<file path="config.mk">
export PLATFORM = sky130hd
export DESIGN_NAME = pink_noise_multichannel
export DESIGN_NICKNAME = d
export VERILOG_FILES = /design/src/rtl/pink_noise_pkg.sv /design/src/rtl/pink_noise_multichannel_ctz.sv /design/src/rtl/pink_noise_multichannel.sv
export SDC_FILE = /design/constraint.sdc
export NUM_CORES = 2
export LEC_CHECK = 0
export ABC_AREA = 1
export CORE_MARGIN = 3
export CORE_UTILIZATION = 52
export CTS_CLUSTER_SIZE = 14
export DETAILED_ROUTE_END_ITERATION = 6
export PLACE_DENSITY = 0.78
export SLEW_MARGIN = 20
export SYNTH_ARGS = -nofsm -noshare
export SYNTH_HDL_FRONTEND = slang
export SYNTH_SLANG_ARGS = --single-unit
</file>
<file path="constraint.sdc">
create_clock -name clk -period 7.4 [get_ports clk]
set_input_delay 1.48 -clock clk [delete_from_list [all_inputs] [get_ports clk]]
set_output_delay 1.48 -clock clk [all_outputs]
set_load 0.05 [all_outputs]
</file>
<file path="src/rtl/pink_noise_pkg.sv">
// Shared constants, FSM state type and helper functions for the pink-noise source.
// Macro PINK_WHITE_ROW_EN adds a per-sample white term (one extra sum bit).
package pink_noise_pkg;

  localparam logic [31:0] LFSR_TAPS   = 32'h8020_0003;
  localparam logic [31:0] SEED_STRIDE = 32'h9E37_79B9;
  localparam int          GAIN_FRAC   = 7;

`ifdef PINK_WHITE_ROW_EN
  localparam bit WHITE_EN = 1'b1;
`else
  localparam bit WHITE_EN = 1'b0;
`endif

  typedef enum logic [1:0] {
    IDLE = 2'd0,
    RUN  = 2'd1,
    OUT  = 2'd2
  } state_e;

  // Right-shifting Galois step: the bit shifted out folds the taps back in.
  function automatic logic [31:0] lfsr32_step(input logic [31:0] s);
    return (s >> 1) ^ (s[0] ? LFSR_TAPS : 32'h0);
  endfunction

  // Exact width of a running sum of num_rows signed row values (plus white term).
  function automatic int sum_width(input int row_bits, input int num_rows, input bit white);
    return row_bits + $clog2(num_rows + 1) + (white ? 1 : 0);
  endfunction

  function automatic logic [31:0] lfsr_seed(input logic [31:0] base, input int ch);
    logic [31:0] s;
    s = base + SEED_STRIDE * 32'(ch);
    return (s == 32'h0) ? 32'h1 : s;
  endfunction

endpackage

</file>
<file path="src/rtl/pink_noise_multichannel_ctz.sv">
// Trailing-zero priority encoder over the low sample-count bits, saturating at NUM_ROWS-1.
module pink_ctz #(
  parameter int NUM_ROWS = 12,
  parameter int K_W      = 4
) (
  input  logic [NUM_ROWS-2:0] count_lo,
  output logic [K_W-1:0]      k
);

  // Scanning downward lets the lowest set bit win; no set bit (or a zero count) saturates.
  always_comb begin
    k = K_W'(NUM_ROWS - 1);
    for (int i = NUM_ROWS - 2; i >= 0; i--) begin
      if (count_lo[i]) k = K_W'(i);
    end
  end

endmodule

</file>
<file path="src/rtl/pink_noise_multichannel.sv">
// Multi-channel Voss-McCartney pink-noise source with a time-multiplexed row datapath.
// Macro PINK_WHITE_ROW_EN adds a white term per channel per sample.
module pink_noise_multichannel
  import pink_noise_pkg::*;
#(
  parameter int          WIDTH     = 18,
  parameter int          NUM_ROWS  = 12,
  parameter int          ROW_BITS  = 12,
  parameter int          NUM_CH    = 4,
  parameter logic [31:0] SEED_BASE = 32'hACE1_2468,
  parameter int          GAIN_W    = 8
) (
  input  logic                    clk,
  input  logic                    rst_n,
  input  logic                    clk_en,
  input  logic [GAIN_W-1:0]       gain,
  output logic [NUM_CH*WIDTH-1:0] noise_out,
  output logic                    noise_valid,
  output logic                    busy,
  output logic                    overrun
);

  localparam int SUM_W      = sum_width(ROW_BITS, NUM_ROWS, WHITE_EN);
  localparam int K_W        = (NUM_ROWS > 1) ? $clog2(NUM_ROWS) : 1;
  localparam int CH_W       = (NUM_CH > 1) ? $clog2(NUM_CH) : 1;
  localparam int PROD_W_RAW = SUM_W + GAIN_W + 1;
  localparam int PROD_W     = (PROD_W_RAW > WIDTH) ? PROD_W_RAW : WIDTH + 1;
  localparam int CNT_W      = 16;

  localparam logic signed [PROD_W-1:0] OUT_MAX = {{(PROD_W-WIDTH+1){1'b0}}, {(WIDTH-1){1'b1}}};
  localparam logic signed [PROD_W-1:0] OUT_MIN = {{(PROD_W-WIDTH+1){1'b1}}, {(WIDTH-1){1'b0}}};

  state_e                     state_q, state_d;
  logic [CH_W-1:0]            ch_q, ch_d;
  logic [K_W-1:0]             k_q, k_d, k_next;
  logic [GAIN_W-1:0]          gain_q, gain_d;
  logic [CNT_W-1:0]           cnt_q, cnt_d;
  logic [31:0]                lfsr_q [NUM_CH];
  logic [31:0]                lfsr_d [NUM_CH];
  logic signed [ROW_BITS-1:0] row_q  [NUM_CH][NUM_ROWS];
  logic signed [ROW_BITS-1:0] row_d  [NUM_CH][NUM_ROWS];
  logic signed [SUM_W-1:0]    sum_q  [NUM_CH];
  logic signed [SUM_W-1:0]    sum_d  [NUM_CH];
  logic [NUM_CH*WIDTH-1:0]    noise_q, noise_d;
  logic                       valid_q, valid_d;
  logic                       busy_q, busy_d;
  logic                       overrun_q, overrun_d;

  logic [31:0]                step1;
  logic signed [ROW_BITS-1:0] row_new;

  assign step1   = lfsr32_step(lfsr_q[ch_q]);
  assign row_new = step1[ROW_BITS-1:0];

`ifdef PINK_WHITE_ROW_EN
  logic [31:0]                step2;
  logic signed [ROW_BITS-1:0] white_q [NUM_CH];
  logic signed [ROW_BITS-1:0] white_d [NUM_CH];
  assign step2 = lfsr32_step(step1);
`endif

  pink_ctz #(
    .NUM_ROWS (NUM_ROWS),
    .K_W      (K_W)
  ) u_ctz (
    .count_lo (cnt_q[NUM_ROWS-2:0]),
    .k        (k_next)
  );

  // Full-precision product, floor shift, then clamp to the signed output range.
  function automatic logic [WIDTH-1:0] scale_sat(input logic signed [SUM_W-1:0] acc,
                                                 input logic [GAIN_W-1:0] g);
    logic signed [PROD_W-1:0] prod;
    prod = PROD_W'(acc) * PROD_W'($signed({1'b0, g}));
    prod = prod >>> GAIN_FRAC;
    if (prod > OUT_MAX)      prod = OUT_MAX;
    else if (prod < OUT_MIN) prod = OUT_MIN;
    return prod[WIDTH-1:0];
  endfunction

  always_comb begin
    // NOTE: every _d starts from its _q (pulses from 0) so no branch can leave one unassigned and infer a latch.
    state_d   = state_q;
    ch_d      = ch_q;
    k_d       = k_q;
    gain_d    = gain_q;
    cnt_d     = cnt_q;
    lfsr_d    = lfsr_q;
    row_d     = row_q;
    sum_d     = sum_q;
    noise_d   = noise_q;
    valid_d   = 1'b0;
    overrun_d = clk_en && (state_q != IDLE);
`ifdef PINK_WHITE_ROW_EN
    white_d   = white_q;
`endif

    case (state_q)
      IDLE: begin
        if (clk_en) begin
          state_d = RUN;
          ch_d    = '0;
          k_d     = k_next;
          gain_d  = gain;
          cnt_d   = cnt_q + 16'd1;
        end
      end
      RUN: begin
        sum_d[ch_q]      = sum_q[ch_q] - SUM_W'(row_q[ch_q][k_q]) + SUM_W'(row_new);
        row_d[ch_q][k_q] = row_new;
`ifdef PINK_WHITE_ROW_EN
        lfsr_d[ch_q]  = step2;
        white_d[ch_q] = step2[ROW_BITS-1:0];
`else
        lfsr_d[ch_q] = step1;
`endif
        if (ch_q == CH_W'(NUM_CH - 1)) state_d = OUT;
        else                           ch_d    = ch_q + 1'b1;
      end
      OUT: begin
        for (int c = 0; c < NUM_CH; c++) begin
`ifdef PINK_WHITE_ROW_EN
          noise_d[c*WIDTH +: WIDTH] = scale_sat(sum_q[c] + SUM_W'(white_q[c]), gain_q);
`else
          noise_d[c*WIDTH +: WIDTH] = scale_sat(sum_q[c], gain_q);
`endif
        end
        valid_d = 1'b1;
        state_d = IDLE;
      end
      default: state_d = IDLE;
    endcase

    busy_d = (state_d != IDLE);
  end

  always_ff @(posedge clk or negedge rst_n) begin
    if (!rst_n) begin
      state_q   <= IDLE;
      ch_q      <= '0;
      k_q       <= '0;
      gain_q    <= '0;
      cnt_q     <= '0;
      noise_q   <= '0;
      valid_q   <= 1'b0;
      busy_q    <= 1'b0;
      overrun_q <= 1'b0;
      for (int c = 0; c < NUM_CH; c++) begin
        lfsr_q[c] <= lfsr_seed(SEED_BASE, c);
        sum_q[c]  <= '0;
`ifdef PINK_WHITE_ROW_EN
        white_q[c] <= '0;
`endif
        // NOTE: row storage is reset too; the incremental sum is only correct if rows and sum start consistent.
        for (int r = 0; r < NUM_ROWS; r++) row_q[c][r] <= '0;
      end
    end else begin
      // NOTE: non-blocking updates so every flop samples the pre-edge _d values together.
      state_q   <= state_d;
      ch_q      <= ch_d;
      k_q       <= k_d;
      gain_q    <= gain_d;
      cnt_q     <= cnt_d;
      lfsr_q    <= lfsr_d;
      row_q     <= row_d;
      sum_q     <= sum_d;
      noise_q   <= noise_d;
      valid_q   <= valid_d;
      busy_q    <= busy_d;
      overrun_q <= overrun_d;
`ifdef PINK_WHITE_ROW_EN
      white_q   <= white_d;
`endif
    end
  end

  assign noise_out   = noise_q;
  assign noise_valid = valid_q;
  assign busy        = busy_q;
  assign overrun     = overrun_q;

endmodule

</file>
# ---- Word level (Yosys, flattened, before mapping)
# Index checks and enable logic that the tools add are counted.
dict set report totals {
  mem_bits_ro 0
  word_cells 152
  latchBits 0
  ff_bits 875
  out_inout_bits 75
  ramBits 0
  memories 0
  in_bits 11
}
dict set report op_classes {
  order_cmp 12
  reduce_logical 9
  shift 0
  addsub 4
  n_bitwise 3
  n_mul 4
  eq_ne 5
  n_div 0
  n_mux 50
}
# op n
set ops {}
lappend ops {{$bwmux 576} 1}
lappend ops {{$mux 144} 3}
lappend ops {{$bmux 144 s2} 1}
lappend ops {{$demux 144 s2} 1}
lappend ops {{$mux 18} 8}
lappend ops {{$bwmux 128} 1}
lappend ops {{$mux 32} 4}
lappend ops {{$mul 16x9->25} 4}
lappend ops {{$gt 18x18->1 const B} 4}
lappend ops {{$lt 18x18->1 const B} 4}
lappend ops {{$bmux 32 s2} 1}
lappend ops {{$bwmux 64} 1}
lappend ops {{$demux 32 s2} 1}
lappend ops {{$bmux 12 s4} 1}
lappend ops {{$demux 12 s4} 1}
lappend ops {{$mux 16} 3}
lappend ops {{$mux 12} 3}
lappend ops {{$bmux 16 s2} 1}
lappend ops {{$demux 16 s2} 1}
lappend ops {{$mux 4} 8}
lappend ops {{$xor 31x32->32} 1}
lappend ops {{$add 16x1->16 const B} 1}
lappend ops {{$add 16x12->16} 1}
lappend ops {{$sub 16x12->16} 1}
lappend ops {{18 further kinds} 31}

# ---- Depth between registers and ports, before layout
dict set report depth {
  word_depth 11
  depth_mapped 26
  depth_no_buf 24
}

# ---- By module
# A second synthesis with hierarchy kept.
dict set report hier_totals {
  cells_unflattened 7430
  hier_area_um2 58771.4
}
# module seq_area_each_um2 cells_per_inst area_each_um2 instances
set modules_own_cells {}
lappend modules_own_cells {pink_noise_multichannel 21842.2 7402 58637.5 1}
lappend modules_own_cells {pink_ctz 0.0 28 133.9 1}

# ---- Worst setup path before layout
# Ideal clock, no wire load.
dict set report synth_path {
  kind {flip-flop to flip-flop}
  start {register gain_q[0]}
  end {register noise_q[16], in the netlist noise_out[16]}
  slack_ns 2.771
  n_path_buf 3
  arrival_ns 4.511
  synth_period_minus_slack_ns 4.629
  setup_time_ns 0.118
  path_stages_with_launch 21
  cell_sequence {dfrtp_1 > clkbuf_1 > clkbuf_1 > buf_1 > nand2_1 > fa_1 > inv_1 > fa_1 > fa_1 > inv_1 > fa_1 > inv_1 > ha_1 > a21oi_1 > nor2_1 > nor2_1 > o21ai_0 > nand2_1 > nand4_1 > nand3_1 > nand2_1}
}
dict set report synth_via {
  elab_chain_cells 4
  elab_cells_between_ends 5
  cone_classes {mul (1); order compare (2); mux (2)}
}
# item line
set synth_rtl {}
lappend synth_rtl {{start: declaration} pink_noise_multichannel.sv:36} ;# logic [GAIN_W-1:0] gain_q, gain_d;
lappend synth_rtl {{start signal: assignment} pink_noise_multichannel.sv:162} ;# gain_q <= gain_d;
lappend synth_rtl {{$mul 16x9->25 *} pink_noise_multichannel.sv:74} ;# prod = PROD_W'(acc) * PROD_W'($signed({1'b0, g}));
lappend synth_rtl {{$lt 18x18->1} pink_noise_multichannel.sv:77} ;# else if (prod < OUT_MIN) prod = OUT_MIN;
lappend synth_rtl {{$mux 18} pink_noise_multichannel.sv:77}
lappend synth_rtl {{$mux 18 *} pink_noise_multichannel.sv:76} ;# if (prod > OUT_MAX) prod = OUT_MAX;
lappend synth_rtl {{end signal: assignment} pink_noise_multichannel.sv:167} ;# noise_q <= noise_d;
lappend synth_rtl {{end: declaration} pink_noise_multichannel.sv:44} ;# logic [NUM_CH*WIDTH-1:0] noise_q, noise_d;
# Every way passes the cells marked *; elsewhere a longest branch is shown, timed or not.
# A chain may end at the register's enable or synchronous reset.

# ---- Worst setup path after layout
dict set report layout_path {
  start {register gain_q[0]}
  end {register noise_q[70], in the netlist noise_out[70]}
}
# Same word-level chain as after synthesis.

==> impl_metrics.toml <==
[outcome]
status = "finished, final reports clean"

[yosys]
syn-instance-count = 7407
ys_top_cells_by_area = "dfrtp_1 35%, fa_1 14%, nand2_1 13%"
ys.warnings.count = 0
synth_cell_types = 43
avgSynthCellArea_sq_um = 7.92
yosysSeqAreaShare = 0.372
ys_ff_latch = 870
synth_area_sq_um = 58700
synth_top_cell_by_area = "dfrtp_1"
syn-num-nets = 8043
netlist.area_leader.share = 0.347

[grt]
grt_busiest_layer = "met2"
grt_start_max_net_pins = 180
grt_overflow_total = 0
antenna_found_initial = 0
grt.met2_usage = 0.435
grt_pass1_wl_um = 255000
grt_pass1_vias = 48000
grtUsageTotal = 0.269
grt_use_met3 = 0.0483
use_met1 = 0.359

[placed_design]
portBuffers = 85
routabilityCongestion = 0.930
dp_hpwl_um = 103000
post_dp_cell_area_sq_um = 59800

[setup_path]
worstReg2RegStart = "gain_q[0]$_DFFE_PN0P_"
rr_worst_depth = 17
r2r_end = "noise_out[70]$_DFFE_PN0P_"
rrSetupSlack_ns = 1.92
crit_arrival_ns = 6.04
cp-start-kind = "register"
path_cells = "buf_4 > nand2_1 > fa_1 > inv_1 > fa_1 > inv_1 > fa_1 > inv_1 > fa_1 > ha_1 > nand2_1 > nor4_1 > nand3_1 > nand2_1 > nand2_1 > nand3_1 > nand2_1"
cp.required_ns = 7.96
cp-end-kind = "register"
critPathSlowestCell = "dfrtp_2"
critPathKind = "register to register"
path_max_fanout = 47
path_common_cell = "nand2_1"
cpPeakStageDelay_ns = 0.99

[final_layout]
drive_gt1_frac = 0.0450
diodes = 0
layout_commonest_cell = "nand2_1"
layout_common_cells = "2086 x nand2_1, 1006 x inv_1, 803 x dfrtp_1"
area_growth_pct = 7.17
fillerInstances = 9870
fin_util = 0.565
fin_nets = 7807
design_area_sq_um = 62900

[clocking]
cts_tree = "built"
cts_made_buffers = 93
clk_path_buf_depth = 3
clockRootBuffer = "clkbuf_16"
cts_setup_buffers = 0
clk_latency_ns = 0.71
cts-resized-gates = 0
clk_pin_slew_ns = 0.06
cts_sinks = 870
ctsHoldBuffers = 0
h-tree-depth = 3

[routing]
route.detailed.drc = 0
final_antenna_net_count = 0
routed-via-count = 48700
vias_per_cell = 5.57
wl_per_cell_um = 17.8
dr.pass1.iters = 6
detail_route.iter0.violations = 5436
wirelength_um = 155000

[worst_hold_path]
hold_end = "lfsr_q[112]$_DFFE_PN1P_"
min_from = "lfsr_q[112]$_DFFE_PN1P_"
hold_depth = 2
min-delay-path-class = "register to register"

[sta]
clock_skew_ns = 0.0627
hold_slack_ns = 0.472
period_share = 0.741
rsz0062_at_grt = "false"
worst_pin_slew_ns = 1.11
tns_ns = 0
relSlewSlack = 0.258
fin_crit_ns = 5.48
slew_viol_final = 0
hold_viol = 0
fmax_ghz = 0.182
setup_violations = 0

[job]
cap_violations = 0

[floorplan]
ioPinCount = 86
num_rows = 122
initial_core_util = 0.527
chipHeight_um = 342
core_area_sq_um = 111000
fp.dieArea_sq_um = 117000
die_w_um = 342
==> worst max-delay path by stage <==
stage                                from                        end  slack [ns]  cells after the start
floorplan           gain_q[0]$_DFFE_PN0P_  noise_out[16]$_DFFE_PN0P_        2.77                     20
global placement    gain_q[0]$_DFFE_PN0P_  noise_out[70]$_DFFE_PN0P_        2.06                     17
detailed placement  gain_q[0]$_DFFE_PN0P_  noise_out[70]$_DFFE_PN0P_        1.91                     17
CTS                 gain_q[0]$_DFFE_PN0P_  noise_out[70]$_DFFE_PN0P_        1.92                     17
global route        gain_q[0]$_DFFE_PN0P_  noise_out[70]$_DFFE_PN0P_        1.53                     17
finish              gain_q[0]$_DFFE_PN0P_  noise_out[70]$_DFFE_PN0P_        1.92                     17
==> per-layer routing <==
layer	vias to the layer above	part of all wire
met1	23400	0.41
li1	22800	-
met4	0	0.042
met5	-	0
met2	2072	0.46
met3	391	0.083
==> cell families (layout without fill, tap and decap cells) <==
| logic type | after synthesis | after routing | share of synthesized area |
|---|---|---|---|
| buffers and inverters | 1502 | 1338 | 0.103 |
| AOI/OAI and AO/OA | 1520 | 1520 | 0.138 |
| xor gates and xnor gates | 63 | 63 | 0.00940 |
| DFF | 870 | 870 | 0.372 |
| adders and majority gates | 625 | 625 | 0.187 |
| and+or+nand+nor | 2827 | 2827 | 0.190 |
==> critical path, delay by kind of cell, from the launching register on <==
kind,cells,cell delay (ns)
adder cells (fa/ha/maj),5,2.64
AND/OR/NAND/NOR,8,1.08
buffers and inverters,4,0.64
flip-flops,1,0.99
==> final cells by class <==
cell class                 instances  area, sq um  area share
multi-input combinational       5035        30800       0.490
sequential                       870        21900       0.348
inverter                        1028         3870      0.0616
clock buffer                     147         2820      0.0449
tap                             1488         1860      0.0296
timing repair buffer             143         1370      0.0217
clock inverter                    20          295     0.00470
==> registers in the layout, indices dropped and copies added, names as in the netlist <==
name and flops:
row_q 576, overrun 1, cnt_q 11, lfsr_q 128, k_q 4, gain_q 8, sum_q 64, noise_valid 1
state_q 2, ch_q 2, noise_out 72, busy 1
==> synth_stat cells, drive strengths merged <==
cell type and instances:
a211oi 1, a21boi 8, a21o 8, a21oi 145, a22o 14, a22oi 3, a31oi 1, a32o 34
and2 6, buf 219, clkbuf 255, dfrtp 813, dfstp 57, fa 419, ha 206, inv 1028
nand2 2093, nand3 179, nand3b 16, nand4 33, nor2 461, nor3 23, nor4 7, o211ai 1
o21a 6, o21ai 1145, o21bai 16, o22ai 135, o31ai 3, or2 9, xnor2 45, xor2 18
==> metrics by stage <==
| stage | instances | worst slack [ns] |
|---|---|---|
| after floorplan | 7407 | 2.77 |
| after detailed placement | 8564 | 1.91 |
| after CTS | 8731 | 1.92 |
| after global routing | 8731 | 1.53 |
| final | 8731 | 1.92 |
| after global placement | 8564 | 2.06 |
Power is not shown: default switching activity piles up to over one toggle a cycle in this logic, so the estimate is an artifact.
